`src/rtl/multicycle_seq_pkg.sv`:
```
`default_nettype none
// ============================================================================
// Package  : mc_pkg
// Brief    : Shared types and constants for the multi-cycle sequencer:
//            FSM state encoding, RV32 major opcodes, trap-cause codes,
//            the reset-time instruction word and the opcode class record.
// Revision : 1.0 - initial release
// ============================================================================
package mc_pkg;

    // Sequencer phases
    typedef enum logic [2:0] {
        S_FETCH      = 3'd0,
        S_FETCH_WAIT = 3'd1,
        S_DECODE     = 3'd2,
        S_EXEC       = 3'd3,
        S_MEM        = 3'd4,
        S_MEM_WAIT   = 3'd5,
        S_WB         = 3'd6,
        S_TRAP       = 3'd7
    } state_t;

    // RV32 major opcodes (ir[6:0])
    localparam logic [6:0] c_opc_load     = 7'b0000011;
    localparam logic [6:0] c_opc_misc_mem = 7'b0001111;
    localparam logic [6:0] c_opc_op_imm   = 7'b0010011;
    localparam logic [6:0] c_opc_auipc    = 7'b0010111;
    localparam logic [6:0] c_opc_store    = 7'b0100011;
    localparam logic [6:0] c_opc_op       = 7'b0110011;
    localparam logic [6:0] c_opc_lui      = 7'b0110111;
    localparam logic [6:0] c_opc_branch   = 7'b1100011;
    localparam logic [6:0] c_opc_jalr     = 7'b1100111;
    localparam logic [6:0] c_opc_jal      = 7'b1101111;
    localparam logic [6:0] c_opc_system   = 7'b1110011;

    // Trap causes reported on trap_cause
    localparam logic [2:0] c_trap_none     = 3'd0;
    localparam logic [2:0] c_trap_illegal  = 3'd1;
    localparam logic [2:0] c_trap_timeout  = 3'd2;
    localparam logic [2:0] c_trap_ecall    = 3'd3;
    localparam logic [2:0] c_trap_misalign = 3'd4;

    // ADDI x0,x0,0 - the instruction register holds this out of reset
    localparam logic [31:0] c_nop = 32'h0000_0013;

    // Decoded instruction class
    typedef struct packed {
        logic legal;
        logic is_load;
        logic is_store;
        logic writes_rd;
        logic is_ecall;
    } opclass_t;

endpackage : mc_pkg
`default_nettype wire

```
`src/rtl/multicycle_seq_if.sv`:
```
`default_nettype none
// ============================================================================
// Interface : multicycle_seq_if
// Brief     : Instruction and data bus handshakes between the sequencer
//             (master) and the bus fabric (slave). Requests are held until
//             granted; responses arrive on rvalid in or after the grant cycle.
// Revision  : 1.0 - initial release
// ============================================================================
interface multicycle_seq_if #(
    parameter int unsigned XLEN = 32
);
    // instruction bus
    logic            ibus_req;
    logic [XLEN-1:0] ibus_addr;
    logic            ibus_gnt;
    logic            ibus_rvalid;
    logic [31:0]     ibus_rdata;

    // data bus (address and write data come from the datapath)
    logic            dbus_req;
    logic            dbus_we;
    logic            dbus_gnt;
    logic            dbus_rvalid;

    modport master (
        output ibus_req,
        output ibus_addr,
        input  ibus_gnt,
        input  ibus_rvalid,
        input  ibus_rdata,
        output dbus_req,
        output dbus_we,
        input  dbus_gnt,
        input  dbus_rvalid
    );

    modport slave (
        input  ibus_req,
        input  ibus_addr,
        output ibus_gnt,
        output ibus_rvalid,
        output ibus_rdata,
        input  dbus_req,
        input  dbus_we,
        output dbus_gnt,
        output dbus_rvalid
    );

endinterface : multicycle_seq_if
`default_nettype wire

```
`src/rtl/multicycle_seq_opclass.sv`:
```
`default_nettype none
// ============================================================================
// Module   : mc_opclass
// Brief    : Combinational classifier of the latched instruction word into
//            legality, memory direction, register-write and ecall/ebreak.
// Revision : 1.0 - initial release
// ============================================================================
module mc_opclass
    import mc_pkg::*;
(
    input  logic [31:0] ir,
    output opclass_t    cls
);

    // Only opcode and funct3 matter for classification
    logic w_unused_ir;
    assign w_unused_ir = ^{ir[31:15], ir[11:7]};

    // Opcode lookup; anything not listed (including ir[1:0] != 2'b11) is illegal
    always_comb begin
        cls = '0;
        case (ir[6:0])
            c_opc_lui, c_opc_auipc, c_opc_jal, c_opc_jalr,
            c_opc_op_imm, c_opc_op: begin
                cls.legal     = 1'b1;
                cls.writes_rd = 1'b1;
            end
            c_opc_branch, c_opc_misc_mem: begin
                cls.legal = 1'b1;
            end
            c_opc_load: begin
                cls.legal     = 1'b1;
                cls.is_load   = 1'b1;
                cls.writes_rd = 1'b1;
            end
            c_opc_store: begin
                cls.legal    = 1'b1;
                cls.is_store = 1'b1;
            end
            c_opc_system: begin
                cls.legal = 1'b1;
                // funct3 == 0 is ecall/ebreak, everything else is a CSR op
                if (ir[14:12] == 3'b000) begin
                    cls.is_ecall = 1'b1;
                end else begin
                    cls.writes_rd = 1'b1;
                end
            end
            default: begin
                cls = '0;
            end
        endcase
    end

endmodule : mc_opclass
`default_nettype wire

```
`src/rtl/multicycle_seq.sv`:
```
`default_nettype none
// ============================================================================
// Module   : multicycle_seq
// Brief    : Multi-cycle instruction sequencer. Steps the datapath through
//            FETCH/DECODE/EXEC/MEM/WB over request/grant/response buses,
//            detects traps (illegal, bus timeout, ecall/ebreak, misaligned
//            next_pc) and keeps cycle and instret counters.
// Revision : 1.0 - initial release
// ============================================================================
module multicycle_seq
    import mc_pkg::*;
#(
    parameter int unsigned     XLEN     = 32,
    parameter logic [XLEN-1:0] RESET_PC = '0,
    parameter int unsigned     TIMEOUT  = 255,
    parameter int unsigned     CNT_W    = 64
) (
    input  logic             clk,
    input  logic             rst,
    multicycle_seq_if.master bus,
    input  logic [XLEN-1:0]  next_pc,
    output logic [XLEN-1:0]  pc,
    output logic [31:0]      ir,
    output logic             exec_en,
    output logic             mem_phase,
    output logic             reg_write,
    output logic             halted,
    output logic [2:0]       trap_cause,
    output logic [CNT_W-1:0] cycle_count,
    output logic [CNT_W-1:0] instret_count
);

    // A zero TIMEOUT disables the watchdog; keep the counter one bit wide then
    localparam int unsigned c_tmo_w = (TIMEOUT > 0) ? $clog2(TIMEOUT + 1) : 1;
    localparam logic [c_tmo_w-1:0] c_tmo_last =
        c_tmo_w'((TIMEOUT > 0) ? (TIMEOUT - 1) : 0);

    state_t             state_q, state_d;
    logic [XLEN-1:0]    pc_q, pc_d;
    logic [31:0]        ir_q, ir_d;
    logic [2:0]         trap_cause_q, trap_cause_d;
    logic [c_tmo_w-1:0] tmo_q, tmo_d;
    logic [CNT_W-1:0]   cycle_q, cycle_d;
    logic [CNT_W-1:0]   instret_q, instret_d;

    opclass_t           cls;

    logic               w_data_phase;
    logic               w_req_phase;
    logic               w_gnt;
    logic               w_rvalid;
    logic               w_done;
    logic               w_to_wait;
    logic               w_expire;

    mc_opclass u_opclass (
        .ir  (ir_q),
        .cls (cls)
    );

    // Shared bus-phase view: FETCH/FETCH_WAIT use ibus, MEM/MEM_WAIT use dbus.
    // In the request states a response only counts together with a grant;
    // in the wait states the grant has already happened.
    assign w_data_phase = (state_q == S_MEM) || (state_q == S_MEM_WAIT);
    assign w_req_phase  = (state_q == S_FETCH) || (state_q == S_MEM);
    assign w_gnt        = w_data_phase ? bus.dbus_gnt    : bus.ibus_gnt;
    assign w_rvalid     = w_data_phase ? bus.dbus_rvalid : bus.ibus_rvalid;
    assign w_done       = w_req_phase ? (w_gnt && w_rvalid) : w_rvalid;
    assign w_to_wait    = w_req_phase && w_gnt;
    assign w_expire     = (TIMEOUT != 0) && (tmo_q == c_tmo_last);

    // Next-state, datapath strobes and counter updates
    always_comb begin
        state_d      = state_q;
        pc_d         = pc_q;
        ir_d         = ir_q;
        trap_cause_d = trap_cause_q;
        tmo_d        = tmo_q;
        instret_d    = instret_q;
        cycle_d      = (state_q == S_TRAP) ? cycle_q : (cycle_q + CNT_W'(1));
        exec_en      = 1'b0;
        reg_write    = 1'b0;

        case (state_q)
            S_FETCH, S_FETCH_WAIT, S_MEM, S_MEM_WAIT: begin
                if (w_done) begin
                    if (w_data_phase) begin
                        state_d = S_WB;
                    end else begin
                        ir_d    = bus.ibus_rdata;
                        state_d = S_DECODE;
                    end
                end else if (w_expire) begin
                    state_d      = S_TRAP;
                    trap_cause_d = c_trap_timeout;
                end else begin
                    if (TIMEOUT != 0) begin
                        tmo_d = tmo_q + c_tmo_w'(1);
                    end
                    if (w_to_wait) begin
                        state_d = w_data_phase ? S_MEM_WAIT : S_FETCH_WAIT;
                    end
                end
            end

            S_DECODE: begin
                if (!cls.legal) begin
                    state_d      = S_TRAP;
                    trap_cause_d = c_trap_illegal;
                end else if (cls.is_ecall) begin
                    state_d      = S_TRAP;
                    trap_cause_d = c_trap_ecall;
                end else begin
                    state_d = S_EXEC;
                end
            end

            S_EXEC: begin
                exec_en = 1'b1;
                if (cls.is_load || cls.is_store) begin
                    state_d = S_MEM;
                    tmo_d   = '0;
                end else begin
                    state_d = S_WB;
                end
            end

            S_WB: begin
                // A misaligned target traps before anything architectural changes
                if (next_pc[1:0] != 2'b00) begin
                    state_d      = S_TRAP;
                    trap_cause_d = c_trap_misalign;
                end else begin
                    reg_write = cls.writes_rd && (ir_q[11:7] != 5'd0);
                    pc_d      = next_pc;
                    instret_d = instret_q + CNT_W'(1);
                    tmo_d     = '0;
                    state_d   = S_FETCH;
                end
            end

            S_TRAP: begin
                state_d = S_TRAP;
            end

            default: begin
                state_d = S_FETCH;
            end
        endcase
    end

    // State and architectural registers
    always_ff @(posedge clk or negedge rst) begin
        if (!rst) begin
            state_q      <= S_FETCH;
            pc_q         <= RESET_PC;
            ir_q         <= c_nop;
            trap_cause_q <= c_trap_none;
            tmo_q        <= '0;
            cycle_q      <= '0;
            instret_q    <= '0;
        end else begin
            state_q      <= state_d;
            pc_q         <= pc_d;
            ir_q         <= ir_d;
            trap_cause_q <= trap_cause_d;
            tmo_q        <= tmo_d;
            cycle_q      <= cycle_d;
            instret_q    <= instret_d;
        end
    end

    // The fetch request is held off while reset is asserted so nothing is
    // advertised to the fabric before release.
    assign bus.ibus_req  = rst && (state_q == S_FETCH);
    assign bus.ibus_addr = pc_q;
    assign bus.dbus_req  = (state_q == S_MEM);
    assign bus.dbus_we   = w_data_phase && cls.is_store;

    assign pc            = pc_q;
    assign ir            = ir_q;
    assign mem_phase     = w_data_phase;
    assign halted        = (state_q == S_TRAP);
    assign trap_cause    = trap_cause_q;
    assign cycle_count   = cycle_q;
    assign instret_count = instret_q;

endmodule : multicycle_seq
`default_nettype wire
```
`src/flat_wrapper.sv`:
```
// flat-port wrapper written by rule: the top's interface ports become plain ports
module multicycle_seq_flat import mc_pkg::*;
#(
    parameter int unsigned     XLEN     = 32,
    parameter logic [XLEN-1:0] RESET_PC = '0,
    parameter int unsigned     TIMEOUT  = 255,
    parameter int unsigned     CNT_W    = 64
)
  (clk, rst, next_pc, pc, ir, exec_en, mem_phase, reg_write, halted, trap_cause, cycle_count, instret_count, bus_ibus_req, bus_ibus_addr, bus_ibus_gnt, bus_ibus_rvalid, bus_ibus_rdata, bus_dbus_req, bus_dbus_we, bus_dbus_gnt, bus_dbus_rvalid);
  multicycle_seq_if #(.XLEN(XLEN)) bus_i ();
  input  logic clk;
  input  logic rst;
  input  logic [XLEN-1:0] next_pc;
  output logic [XLEN-1:0] pc;
  output logic [31:0] ir;
  output logic exec_en;
  output logic mem_phase;
  output logic reg_write;
  output logic halted;
  output logic [2:0] trap_cause;
  output logic [CNT_W-1:0] cycle_count;
  output logic [CNT_W-1:0] instret_count;
  output wire logic [$bits(bus_i.ibus_req)-1:0] bus_ibus_req;
  output wire logic [$bits(bus_i.ibus_addr)-1:0] bus_ibus_addr;
  input wire logic [$bits(bus_i.ibus_gnt)-1:0] bus_ibus_gnt;
  input wire logic [$bits(bus_i.ibus_rvalid)-1:0] bus_ibus_rvalid;
  input wire logic [$bits(bus_i.ibus_rdata)-1:0] bus_ibus_rdata;
  output wire logic [$bits(bus_i.dbus_req)-1:0] bus_dbus_req;
  output wire logic [$bits(bus_i.dbus_we)-1:0] bus_dbus_we;
  input wire logic [$bits(bus_i.dbus_gnt)-1:0] bus_dbus_gnt;
  input wire logic [$bits(bus_i.dbus_rvalid)-1:0] bus_dbus_rvalid;
  assign bus_ibus_req = bus_i.ibus_req;
  assign bus_ibus_addr = bus_i.ibus_addr;
  assign bus_i.ibus_gnt = bus_ibus_gnt;
  assign bus_i.ibus_rvalid = bus_ibus_rvalid;
  assign bus_i.ibus_rdata = bus_ibus_rdata;
  assign bus_dbus_req = bus_i.dbus_req;
  assign bus_dbus_we = bus_i.dbus_we;
  assign bus_i.dbus_gnt = bus_dbus_gnt;
  assign bus_i.dbus_rvalid = bus_dbus_rvalid;
  multicycle_seq #(.XLEN(XLEN), .RESET_PC(RESET_PC), .TIMEOUT(TIMEOUT), .CNT_W(CNT_W)) u_core (.clk(clk), .rst(rst), .bus(bus_i), .next_pc(next_pc), .pc(pc), .ir(ir), .exec_en(exec_en), .mem_phase(mem_phase), .reg_write(reg_write), .halted(halted), .trap_cause(trap_cause), .cycle_count(cycle_count), .instret_count(instret_count));
endmodule
```
`config.mk`:
```
export PLATFORM = sky130hd
export DESIGN_NAME = multicycle_seq_flat
export DESIGN_NICKNAME = d
export VERILOG_FILES = /design/src/rtl/multicycle_seq_pkg.sv /design/src/rtl/multicycle_seq_if.sv /design/src/rtl/multicycle_seq_opclass.sv /design/src/rtl/multicycle_seq.sv /design/src/flat_wrapper.sv
export SDC_FILE = /design/constraint.sdc
export NUM_CORES = 1
export LEC_CHECK = 0
export ABC_AREA = 0
export BUFFER_PORTS_ARGS = -buffer_cell sky130_fd_sc_hd__buf_2
export CORE_ASPECT_RATIO = 1.2
export CORE_UTILIZATION = 55
export DETAILED_ROUTE_END_ITERATION = 6
export MAX_ROUTING_LAYER = met4
export PLACE_DENSITY = 0.95
export RECOVER_POWER = 50
export SYNTH_ARGS = -nofsm -noshare
export SYNTH_HDL_FRONTEND = slang
export SYNTH_SLANG_ARGS = --single-unit
```
`constraint.sdc`:
```
create_clock -name clk -period 5.8 [get_ports clk]
set_input_delay 0.87 -clock clk [delete_from_list [all_inputs] [get_ports clk]]
set_output_delay 0.87 -clock clk [all_outputs]
set_load 0.01 [all_outputs]
```
==> results_dict.tcl, run 1 <==
set metrics [dict create \
    critPathLaunchType "flop" \
    final_common_cell "dfrtp_1" \
    vias_per_cell 5.57 \
    htree_levels 1 \
    slew_viol_final 80 \
    fin_crit_sh 0.574 \
    wire_per_inst_um 17.4 \
    grt_pass1_vias 7550 \
    hold_class "in -> async" \
    drt-initial-drc-count 315 \
    tightestPinTransition_ns 1.88 \
    violations "capacitance limit, slew limit" \
    synth_top_area_share 0.536 \
    synth_edf_count 0 \
    syn_area_um2 9470 \
    cts_tree "yes" \
    clock_tree.buffer_depth 3 \
    synth.distinct_cells 55 \
    initial_core_util 0.562 \
    r2r_slack_ns 2.76 \
    path_class "reg -> out" \
    area_growth_pct 20.7 \
    setup_ws_ns 2.47 \
    die_h_um 146 \
    relSlewSlack -0.253 \
    finalSetupTns_ns 0 \
    cts_resized 0 \
    post-dp-hpwl_mm 16.8 \
    period_needed_ns 3.33 \
    most-common-layout-cells "203 x dfrtp_1, 164 x clkbuf_1, 139 x buf_2, 67 x nand2_1, 66 x xnor2_1" \
    antenna_found_initial 0 \
    num_antenna_cells 0 \
    drive_above_1_share 0.229 \
    ys_warn_count 0 \
    coreArea_um2 16900 \
    grtUsageTotal 0.272 \
    clk_pin_slew_ns 0.06 \
    drtAntennaViolNets 0 \
    ys.flop_type "dfrtp_1" \
    die_area_um2 17700 \
    hold_buffers 0 \
    finalSetupViolCount 0 \
    final_core_util 0.678 \
    critPathArrivalTime_ns 2.46 \
    cp_max_fo 37 \
    reg2reg_depth 5 \
    power_leakage_nw 5.41 \
    ys_seq_elements 206 \
    power_density_nw_per_um2 405 \
    hold_viol_final 0 \
    drt-total-wl_mm 23.3 \
    synth-seq-area-share 0.545 \
    synth_cells 835 \
    drc 0 \
    grt_max_degree 80 \
    std_cell_rows 52 \
    syn_avg_cell_area_um2 11.3 \
    synthArstFlopShare 1.00 \
    cts_made_buffers 21 \
    clock_skew_ns 0.0126 \
    dp_slack_ns 2.59 \
    cts.sinks 206 \
    p_total_mw 4.63 \
    yosys.area.top_type "dfrtp_1" \
    syn-num-nets 909 \
    pin_count 304 \
    status "complete, but fails checks" \
    grt_pass1_wl_mm 37.2 \
    die_width_um 122 \
    gp_congestion 0.862 \
    drt_first_pass_iters 5 \
    vias 7476 \
    maxCapViolations 1 \
    postCtsSetupBuffers 0 \
    fmax_mhz 300 \
    timing.rr.end "u_core.instret_count[54]$_DFFE_PN0P_" \
    r2r-start "u_core.state_q[0]$_DFFE_PN0P_" \
    insertion_delay_ns 0.49 \
    nNetsFinal 1187 \
    cp-end-kind "output pin" \
    port_buffers 303 \
    cp_data_required_time_ns 4.93 \
    clk_root_buffer_cell "clkbuf_16" \
    overflow 0 \
    ys_top_cells_by_area "dfrtp_1 54%, mux2_2 7.4%, xnor2_1 6.1%" \
    rsz0062_at_grt "false" \
    vdd_drop_max_mv 0.386 \
]
==> per-layer routing <==
| layer | part of all wire | track usage | vias up | wire length [µm] |
|---|---|---|---|---|
| met5 | 0 | - | - | 0 |
| met4 | 0.026 | 0.0840 | 0 | 614 |
| met3 | 0.058 | 0.0423 | 55 | 1350 |
| met2 | 0.52 | 0.476 | 310 | 12200 |
| met1 | 0.39 | 0.315 | 3665 | 9140 |
| li1 | - | - | 3446 | - |
==> worst max-delay path, cell delays in order (launching register included) <==
cell and delay, ns:
dfrtp_1 0.72, nand2_1 0.21, nor3_4 0.19, buf_4 0.48, o311a_1 0.25, buf_2 0.12
==> cell usage after synthesis, types with 2 or more instances <==
cell type,instances
and2_1,4
nand2b_1,6
nor2b_1,8
nor3_1,37
and3_1,9
clkbuf_1,9
nand3_1,47
xor2_1,59
nor3_2,4
or2_2,3
mux2_2,62
o21ai_0,18
o41ai_1,2
o31ai_1,3
o311ai_0,2
xnor2_1,66
or4_1,2
or3_1,7
mux2i_1,2
nor2_1,44
a211oi_1,4
inv_1,24
dfstp_2,3
ha_1,4
nand2_1,67
nor4_4,5
nand4_1,35
dfrtp_1,203
buf_2,9
nor4_1,20
a21oi_1,3
buf_4,33
o22ai_1,2
and4_1,8
==> stage by stage <==
step           instance area (µm²)  hold WS (ns)  instances
3_3_place_gp                 11000         0.449       1306
5_1_grt                      11400         0.361       1341
3_5_place_dp                 11000         0.453       1306
4_1_cts                      11700         0.357       1341
2_1_floorplan                 9470         0.445        835
6_report                     11400         0.336       1341
==> sequential cells by signal (all words and copies together), names as in the netlist <==
signal and cells:
u_core.tmo_q 8, u_core.instret_count 64, u_core.state_q 3, u_core.bus.ibus_addr 32
u_core.cycle_count 64, u_core.trap_cause 3, u_core.ir 32
==> area by class of cell <==
cell class	instances	area (µm²)
multi-input cells	552	3870
inverters	25	93.8
clock inverters	6	58.8
flip-flops and latches	206	5160
repair buffers	307	1350
fillers	1320	5420
clock buffers	29	626
well taps	216	270
==> report_power, final <==
part	switching, mW	internal, mW	leakage (nW)
sequential	0.312	1.74	2.68
combinational	0.709	0.538	2.39
clock	0.542	0.793	0.344
total	1.56	3.07	5.41
==> how the worst max path moves through the flow <==
stage | startpoint | end | cells after the start
2_1_floorplan | next_pc[1] | reg_write | 5
3_3_place_gp | next_pc[1] | reg_write | 6
3_5_place_dp | next_pc[1] | reg_write | 6
4_1_cts | u_core.state_q[2]$_DFFE_PN0P_ | reg_write | 5
5_1_grt | u_core.state_q[2]$_DFFE_PN0P_ | reg_write | 5
6_report | u_core.state_q[2]$_DFFE_PN0P_ | reg_write | 5
==> cell families (layout without fill, tap and decap cells) <==
group,Yosys count,after routing,synth area share
multiplexers,64,64,0.0758
flip-flops,206,206,0.545
AO/OA/AOI/OAI,42,42,0.0287
buffers and inverters,77,367,0.0449
AND/OR/NAND/NOR,317,317,0.185
XOR/XNOR,125,125,0.116
adder cells (fa/ha/maj),4,4,0.00529
(Power assumes the default switching activity.)
==> inputs of run 2 (changes only) <==
--- a/config.mk
+++ b/config.mk
@@ -8,10 +8,10 @@
 export ABC_AREA = 0
 export BUFFER_PORTS_ARGS = -buffer_cell sky130_fd_sc_hd__buf_2
 export CORE_ASPECT_RATIO = 1.2
-export CORE_UTILIZATION = 55
+export CORE_UTILIZATION = 51
 export DETAILED_ROUTE_END_ITERATION = 6
 export MAX_ROUTING_LAYER = met4
-export PLACE_DENSITY = 0.95
+export PLACE_DENSITY = 0.92
 export RECOVER_POWER = 50
 export SYNTH_ARGS = -nofsm -noshare
 export SYNTH_HDL_FRONTEND = slang
==> constraint.sdc (replaced) <==
create_clock -name clk -period 3.4 [get_ports clk]
set_input_delay 0.51 -clock clk [delete_from_list [all_inputs] [get_ports clk]]
set_output_delay 0.51 -clock clk [all_outputs]
set_load 0.01 [all_outputs]
==> run 2 against run 1 <==
  * The flow still finishes with violations (capacitance limit, slew limit)
  * Global-route usage decreased by 2.8 points
  * Combinational power increased by 73%
  * Clock skew fell by 0.00050 ns
  * Hold slack got worse by 0.11 ns
  * Highest routed layer unchanged
==> results_dict.tcl, run 2 (synthesized netlist as in run 1, its figures left out) <==
set metrics [dict create \
    port_buffers 303 \
    area_growth_pct 23.1 \
    clk_root_buffer_cell "clkbuf_16" \
    most-common-layout-cells "203 x dfrtp_1, 186 x buf_2, 118 x clkbuf_1, 67 x nand2_1, 66 x xnor2_1" \
    maxCapViolations 2 \
    drc 0 \
    cts_made_buffers 22 \
    post-dp-hpwl_mm 16.8 \
    path_class "reg -> out" \
    vias_per_cell 5.51 \
    antenna_found_initial 0 \
    overflow 0 \
    clk_pin_slew_ns 0.06 \
    coreArea_um2 18200 \
    grtUsageTotal 0.243 \
    gp_congestion 0.893 \
    clock_skew_ns 0.0121 \
    fin_crit_sh 0.830 \
    status "complete, but fails checks" \
    relSlewSlack -0.242 \
    vias 7476 \
    num_antenna_cells 0 \
    postCtsSetupBuffers 0 \
    std_cell_rows 54 \
    clock_tree.buffer_depth 3 \
    htree_levels 1 \
    place_area_um2 11000 \
    grt_pass1_vias 7143 \
    nNetsFinal 1190 \
    power_leakage_nw 5.67 \
    drt_first_pass_iters 5 \
    hold_ws_ns 0.222 \
    hold_viol_final 0 \
    grt_max_degree 141 \
    rsz0062_at_grt "false" \
    drt-total-wl_mm 23.1 \
    cp_max_fo 19 \
    initial_core_util 0.521 \
    finalSetupViolCount 0 \
    top_layer_used "met4" \
    hold_class "in -> reg" \
    violations "capacitance limit, slew limit" \
    period_needed_ns 2.82 \
    wl_met3_mm 1.81 \
    p_total_mw 8.29 \
    wire_per_inst_um 17.1 \
    power_density_nw_per_um2 711 \
    cp_data_required_time_ns 2.89 \
    route.met2.wl_mm 11.9 \
    critPathLaunchType "flop" \
    final_common_cell "dfrtp_1" \
    cp-end-kind "output pin" \
    cts.sinks 206 \
    n_fill_cell 1447 \
    die_area_um2 19100 \
    cts_resized 0 \
    final_cell_area_um2 11700 \
    hold_buffers 0 \
    drt-initial-drc-count 402 \
    tightestPinTransition_ns 1.86 \
    fmax_mhz 354 \
    die_width_um 126 \
    grt_pass1_wl_mm 35.9 \
    critPathArrivalTime_ns 2.31 \
    vdd_drop_max_mv 0.665 \
    met1Wirelength_mm 8.78 \
    final_core_util 0.641 \
    finalSetupTns_ns 0 \
    pin_count 304 \
    slew_viol_final 208 \
    drive_above_1_share 0.277 \
    insertion_delay_ns 0.50 \
    cts_tree "yes" \
    die_h_um 151 \
    drtAntennaViolNets 0 \
]
## run 2: cell count changes in the layout (fill, tap and decap cells not counted), moves of 2 or more
cell | before | now
clkbuf_16 | 21 | 23
clkbuf_8 | 8 | 6
buf_2 | 139 | 186
clkbuf_1 | 164 | 118
bufinv_16 | 1 | 4
## run 2: metrics by stage
step | setup slack, ns | cells
2_1_floorplan | 1.00 | 835
3_3_place_gp | 0.981 | 1316
3_5_place_dp | 0.875 | 1316
4_1_cts | 0.548 | 1356
5_1_grt | 0.431 | 1356
6_report | 0.579 | 1356
## run 2: path summary, 6_finish.rpt
path	start	endpoint	slack (ns)	depth (start not counted)
hold reg to reg	u_core.instret_count[63]$_DFFE_PN0P_	u_core.instret_count[63]$_DFFE_PN0P_	0.47	1
hold / removal	bus_ibus_rdata[4]	u_core.ir[4]$_DFFE_PN1P_	0.22	3
max in group asynchronous	rst	u_core.cycle_count[9]$_DFFE_PN0N_	1.33	2
setup reg to reg	u_core.state_q[2]$_DFFE_PN0P_	u_core.ir[22]$_DFFE_PN0P_	0.87	5
min in group asynchronous	rst	u_core.state_q[0]$_DFFE_PN0P_	0.77	2
setup / recovery	u_core.state_q[2]$_DFFE_PN0P_	reg_write	0.58	4
## run 2: worst max-delay path: stages (launching register included)
cell and delay, ns:
dfrtp_1 0.73, nand2_1 0.21, nor3_4 0.49, o311a_1 0.25
buf_2 0.12
## run 2: metal layers
metal,vias up,GRT usage
met4,0,0.0940
met3,43,0.0537
met2,357,0.424
met1,3626,0.274
li1,3450,-
met5,-,-
## run 2: cell type report
| cell class | instances | area (µm²) | area share |
|---|---|---|---|
| inverter | 25 | 93.8 | 0.00805 |
| clock inverter | 10 | 154 | 0.0132 |
| multi-input combinational | 552 | 3890 | 0.334 |
| tap | 224 | 280 | 0.0240 |
| timing repair buffer | 309 | 1410 | 0.121 |
| sequential | 206 | 5160 | 0.443 |
| clock buffer | 30 | 662 | 0.0568 |
## run 2: where the power goes
group,switching [mW],internal [mW]
Sequential,0.514,2.96
Clock,0.983,1.67
Combinational,1.22,0.944
